==> config.mk <==
export PLATFORM = sky130hd
export DESIGN_NAME = alu_sequencer
export DESIGN_NICKNAME = d
export VERILOG_FILES = /design/src/rtl/alu_sequencer.sv
export SDC_FILE = /design/constraint.sdc
export NUM_CORES = 1
export LEC_CHECK = 0
export ABC_AREA = 1
export CELL_PAD_IN_SITES_DETAIL_PLACEMENT = 0
export CELL_PAD_IN_SITES_GLOBAL_PLACEMENT = 1
export CORE_ASPECT_RATIO = 0.6
export CORE_MARGIN = 1.5
export CORE_UTILIZATION = 32
export DETAILED_ROUTE_END_ITERATION = 8
export GPL_TIMING_DRIVEN = 0
export PLACE_DENSITY = 0.89
export SLEW_MARGIN = 30
export SYNTH_ARGS = -nofsm -noshare
export SYNTH_HDL_FRONTEND = slang
export SYNTH_SLANG_ARGS = --single-unit
==> constraint.sdc <==
create_clock -name clk -period 2.01 [get_ports clk]
set_clock_uncertainty 0.15 [all_clocks]
set_input_delay 0.603 -clock clk [delete_from_list [all_inputs] [get_ports clk]]
set_output_delay 0.603 -clock clk [all_outputs]
set_load 0.05 [all_outputs]
==> src/rtl/alu_sequencer.sv <==
// Registered command front-end for an 8-bit ALU: accepts one operation at a time,
// drives stable ALU inputs, captures the result one cycle later and holds it until consumed.
module alu_sequencer #(
  parameter int CNT_W = 16
) (
  input  logic             clk,
  input  logic             rst_n,
  input  logic             cmd_valid,
  output logic             cmd_ready,
  input  logic [2:0]       cmd_op,
  input  logic [7:0]       cmd_a,
  input  logic [7:0]       cmd_b,
  input  logic             cmd_use_acc,
  input  logic             cmd_use_carry,
  output logic [7:0]       alu_in1,
  output logic [7:0]       alu_in2,
  output logic [2:0]       alu_sel,
  output logic             alu_cin,
  input  logic [7:0]       alu_result,
  input  logic             alu_add_ovf,
  input  logic             alu_ovf,
  input  logic             alu_zero,
  output logic             res_valid,
  input  logic             res_ready,
  output logic [7:0]       res_data,
  output logic             res_ovf,
  output logic             res_zero,
  output logic             res_err,
  output logic [7:0]       acc,
  output logic             carry,
  output logic [CNT_W-1:0] op_count,
  output logic [1:0]       state_dbg
);

  // Handshakes: a transfer happens on a rising edge where valid and ready are both 1;
  // a producer holds valid and its payload stable until that edge.

  typedef enum logic [1:0] {
    IDLE = 2'd0,
    EXEC = 2'd1,
    RESP = 2'd2
  } state_t;

  localparam logic [2:0] OP_ADD = 3'b000;
  localparam logic [CNT_W-1:0] CNT_MAX = {CNT_W{1'b1}};

  state_t state, next_state;
  logic   cmd_fire;
  logic   res_fire;
  logic   sel_illegal;

  always_ff @(posedge clk or negedge rst_n) begin
    if (!rst_n) begin
      state <= IDLE;
    end else begin
      state <= next_state;
    end
  end

  always_comb begin
    next_state = state;
    cmd_ready  = 1'b0;
    res_valid  = 1'b0;
    cmd_fire   = 1'b0;
    res_fire   = 1'b0;
    case (state)
      IDLE: begin
        cmd_ready = 1'b1;
        cmd_fire  = cmd_valid;
        if (cmd_valid) next_state = EXEC;
      end
      EXEC: begin
        next_state = RESP;
      end
      RESP: begin
        res_valid = 1'b1;
        res_fire  = res_ready;
        if (res_ready) next_state = IDLE;
      end
      default: begin
        next_state = IDLE;
      end
    endcase
  end

  assign state_dbg   = state;
  assign sel_illegal = (alu_sel[2:1] == 2'b11);

  // ALU inputs are latched on accept and held until the next accept.
  always_ff @(posedge clk or negedge rst_n) begin
    if (!rst_n) begin
      alu_in1 <= 8'h00;
      alu_in2 <= 8'h00;
      alu_sel <= 3'b000;
      alu_cin <= 1'b0;
    end else if (cmd_fire) begin
      alu_in1 <= cmd_use_acc ? acc : cmd_a;
      alu_in2 <= cmd_b;
      alu_sel <= cmd_op;
      alu_cin <= (cmd_use_carry && (cmd_op == OP_ADD)) ? carry : 1'b0;
    end
  end

  always_ff @(posedge clk or negedge rst_n) begin
    if (!rst_n) begin
      res_data <= 8'h00;
      res_ovf  <= 1'b0;
      res_zero <= 1'b0;
      res_err  <= 1'b0;
      acc      <= 8'h00;
      carry    <= 1'b0;
    end else if (state == EXEC) begin
      res_data <= alu_result;
      res_ovf  <= alu_ovf;
      res_zero <= alu_zero;
      res_err  <= sel_illegal;
      if (!sel_illegal) acc <= alu_result;
      if (alu_sel == OP_ADD) carry <= alu_add_ovf;
    end
  end

  always_ff @(posedge clk or negedge rst_n) begin
    if (!rst_n) begin
      op_count <= '0;
    end else if (res_fire && (op_count != CNT_MAX)) begin
      op_count <= op_count + 1'b1;
    end
  end

endmodule
## After elaboration in Yosys (flattened, before gate mapping)

Cells that the tools add are included.

- Add/subtract/negate cells: 1
- Eq/ne operators: 6
- Mux-type cells: 9
- Bitwise logic cells: 1
- Reductions and logical operators: 8

Operator list:

| operator | number |
|---|---|
| $add A16 B1 Y16 const B | 1 |
| $ne A16 B16 Y1 const B | 1 |
| $mux W8 | 1 |
| $logic_not A3 Y1 | 2 |
| $pmux W2 S3 | 1 |
| $reduce_and A2 Y1 | 3 |
| $mux W1 | 5 |
| $eq A2 B2 Y1 const B | 2 |
| $mux W2 | 2 |
| $ne A2 B2 Y1 const B | 2 |
| $eq A2 B1 Y1 const B | 1 |
| $logic_and A1 B1 Y1 | 2 |
| $logic_not A2 Y1 | 1 |
| $not A1 Y1 | 1 |

- Bits in registers: 58
- Input bits: 36
- Output and inout port bits: 60
- Logic and storage cells: 37

## Logic depth before layout (Yosys ltp)

- Depth in word-level cells: 3
- Depth in mapped cells: 10
- Gate-level depth less buffers: 9

## Least setup slack after synthesis

Ideal clock, no wire load.

- Path kind: reg-to-reg
- Start point: register state[1] (netlist: state_dbg[1])
- End point: register op_count[12]
- Library setup time: 0.142 ns
- Arrival: 2.006 ns
- Data required time: 1.718 ns
- Setup slack: -0.288 ns
- Cell stages (with the launch flop): 7
- Buffers on the path: 0
- Clock period less this slack: 2.298 ns
- Cell sequence: dfrtp_1 -> inv_1 -> nor2_1 -> nand3_1 -> nor2_1 -> nand2_1 -> xnor2_1

- Longest elaborated chain between the ends: 3

Ends and longest elaborated chain:

| element | line | RTL |
|---|---|---|
| start: declaration | 47 | `state_t state, next_state;` |
| start signal: assignment | 56 | `state <= next_state;` |
| $eq A2 B2 Y1 | 66 | `case (state)` |
| $mux W1 | 66 |  |
| $logic_and A1 B1 Y1 | 125 | `end else if (res_fire && (op_count != CNT_MAX)) begin` |
| end signal: assignment | 126 | `op_count <= op_count + 1'b1;` |
| end: declaration | 31 | `output logic [CNT_W-1:0] op_count,` |

No other way between the ends.
A chain may end at the register's enable or synchronous reset.

## Worst setup path in the final report

- Start point: register alu_sel[2]
- End point: output alu_sel[2]

RTL lines:

| element | line | RTL |
|---|---|---|
| start: declaration | 17 | `output logic [2:0] alu_sel,` |
| start signal: assignment | 99 | `alu_sel <= cmd_op;` |

No word-level cell between the ends.

==> results.cfg <==
[setup_path]
reg2reg_slack_ns = 0.17
cpPeakStageDelay_ns = 0.51
cp-start-kind = flip-flop
reg2reg_from = op_count[1]$_DFFE_PN0P_
crit_start = alu_sel[2]$_DFFE_PN0P_
cp_cell_sequence = clkdlybuf4s15_1
worst-path-max-fanout = 4
cp.buffers_inverters = 1
critPathCaptureType = primary output
worstRegToRegCells = 10
worst-path-stages = 1
crit_family = buffers and inverters
worstSetupPathType = reg -> out
critPathArrivalTime_ns = 1.22
cp_data_required_time_ns = 1.26
crit_slowest_cell = clkdlybuf4s15_1

[placed_design]
hpwlAfterDp_um = 5821
gp_congestion = 0.8759
portBuffers = 95

[finish]
diodes = 0
syn_to_final_growth_pct = 51.41
layout_common_cells = nand2_1 (132), dfrtp_1 (56), inv_1 (41), o21ai_0 (41), clkdlybuf4s50_1 (34)
layout_commonest_cell = nand2_1
drive_gt1_frac = 0.1419
nets = 483

[sta]
rsz0062_at_grt = no
post-route-period-util = 0.9839
slew_headroom = 0.6422
slew_viol_final = 0
finalSetupViolCount = 0
hold_viol = 0
fmax_mhz = 505.6
worst_pin_slew_ns = 0.5388
hold_slack_ns = 0.06142
min_period_ns = 1.978

[synth]
synth_cell_type_count = 22
synthMuxAreaShare = 0.004172
synth_top_family_by_area = simple AND/OR/NAND/NOR gates
synth_xor_xnor_area_share = 0.01623
synthesis.area_um2 = 2699
synthSimpleGateAreaFrac = 0.2735
yosysWarnings = 0
yosysSeqAreaShare = 0.5378
synth_cells = 339
synthAdderAreaFrac = 0.004636
synth_compound_area_frac = 0.08809
ys_ff_latch = 58
synth.avg_cell_area_um2 = 7.961
syn_nets = 376

[die]
rows = 25
ioPinCount = 96
die_w_um = 121.6
fp.dieH_um = 74.14
die_area_um2 = 9012
start_util = 0.3357
core_area_um2 = 8039

[clock_tree]
cts_buffer_depth = 2
cts_hold_buf = 0
clk_pin_slew_ns = 0.06
cts_tree = done
cts.sinks = 58
clockRootBuffer = clkbuf_16
tritoncts.num_buffers = 9
clock_latency_ns = 0.33
htreeDepth = 3

[power]
power_density_nw_per_um2 = 1716
ir_worst_vdd_mv = 0.7898
leakage_nw = 1.976
report.power.total_mw = 7.013

[detailed_routing]
m1WireLength_um = 3710
vias = 2535
vias_per_cell = 4.535
drt_iter0_drc = 112
drt_pass1_iterations = 4
drc = 0
finalWirelength_um = 7714
top_layer = met4
route.met3.wl_um = 634
drt-wirelength-per-cell_um = 13.80
wl_met2_um = 3317
detail-route-antenna-nets = 0

[global_route]
grt_max_degree = 32
grt_pass1_wl_um = 12360
globalRouteOverflowTotal = 0
grtUsageTotal = 0.1847
grt_pass1_vias = 2458
antenna_found_initial = 0

[status]
status = complete, no violations

[worst_hold_path]
hp-class = in -> async

[flow_run]
drv_cap = 0
timing repair:
item / CTS / global route
resized for setup: 113 / 30
buffers inserted: 0 / 0
setup endpoints to repair: 60 / 35
per-layer routing:
layer | GRT usage | vias to the layer above
li1 | - | 1264
met1 | 0.2507 | 1185
met2 | 0.2812 | 80
met3 | 0.06518 | 6
met4 | 0.05490 | 0
met5 | 0 | -
through the flow:
| stage | util | setup TNS (ns) | instance area, um^2 | worst slack, ns | instances |
|---|---|---|---|---|---|
| after detailed placement | 0.4742 | -1.637 | 3812 | -0.2479 | 543 |
| after global placement | 0.4721 | -101.99 | 3795 | -1.744 | 542 |
| after global routing | 0.5083 | 0 | 4086 | 0.0003606 | 559 |
| after floorplan | - | 0 | 2709 | 0.004546 | 339 |
| final | 0.5083 | 0 | 4086 | 0.03234 | 559 |
| after CTS | 0.5108 | 0 | 4106 | 0.003123 | 559 |
cells in the mapped netlist, drive strengths merged:
master  instances  area, um^2
nand3          10       50.05
buf             3       23.77
ha              1       12.51
nand2         137       526.8
o21a            1       7.510
nor2           24       115.1
clkbuf          6       22.52
o31ai           1       7.510
nand3b          2       15.01
mux2            1       11.26
xnor2           5       43.79
dfrtp          58        1451
o21ai          43       222.7
nand4           5       31.28
inv            42       157.7
sequential cells by signal, summed over array words and instances, names as in the netlist, 2 cells and up:
signal,count
alu_sel,3
acc,8
op_count,16
state_dbg,2
alu_in1,8
alu_in2,8
res_data,8
layout make-up:
type | instances | area (um^2)
Sequential cell | 58 | 1454
Clock inverter | 7 | 93.84
Multi-Input combinational cell | 230 | 1059
Inverter | 42 | 157.7
Tap cell | 108 | 135.1
Fill cell | 800 | 3953
Buffer | 9 | 46.29
Clock buffer | 9 | 225.2
Timing Repair Buffer | 96 | 915.9
power by group:
part           switching [mW]  total (mW)  internal [mW]  leakage (nW)
logic                    2.50        3.39          0.887          1.09
registers               0.362        1.99           1.63         0.733
clock network           0.554        1.63           1.08         0.151
kinds of logic (layout without fill, tap and decap cells):
logic type,count (synthesis),after routing
flops,58,58
mux,1,1
buf+inv,51,163
compound gates,45,45
fa+ha+maj,1,1
xor+xnor,5,5
simple gates,178,178
worst paths after layout:
kind | endpoint
max reg2reg | op_count[3]$_DFFE_PN0P_
max in group asynchronous | op_count[0]$_DFFE_PN0P_
min | res_data[3]$_DFFE_PN0P_
min reg2reg | alu_in1[7]$_DFFE_PN0P_
max | alu_sel[2]
min in group clk | alu_in1[7]$_DFFE_PN0P_
Note: power is estimated with default switching activity, not from simulation.
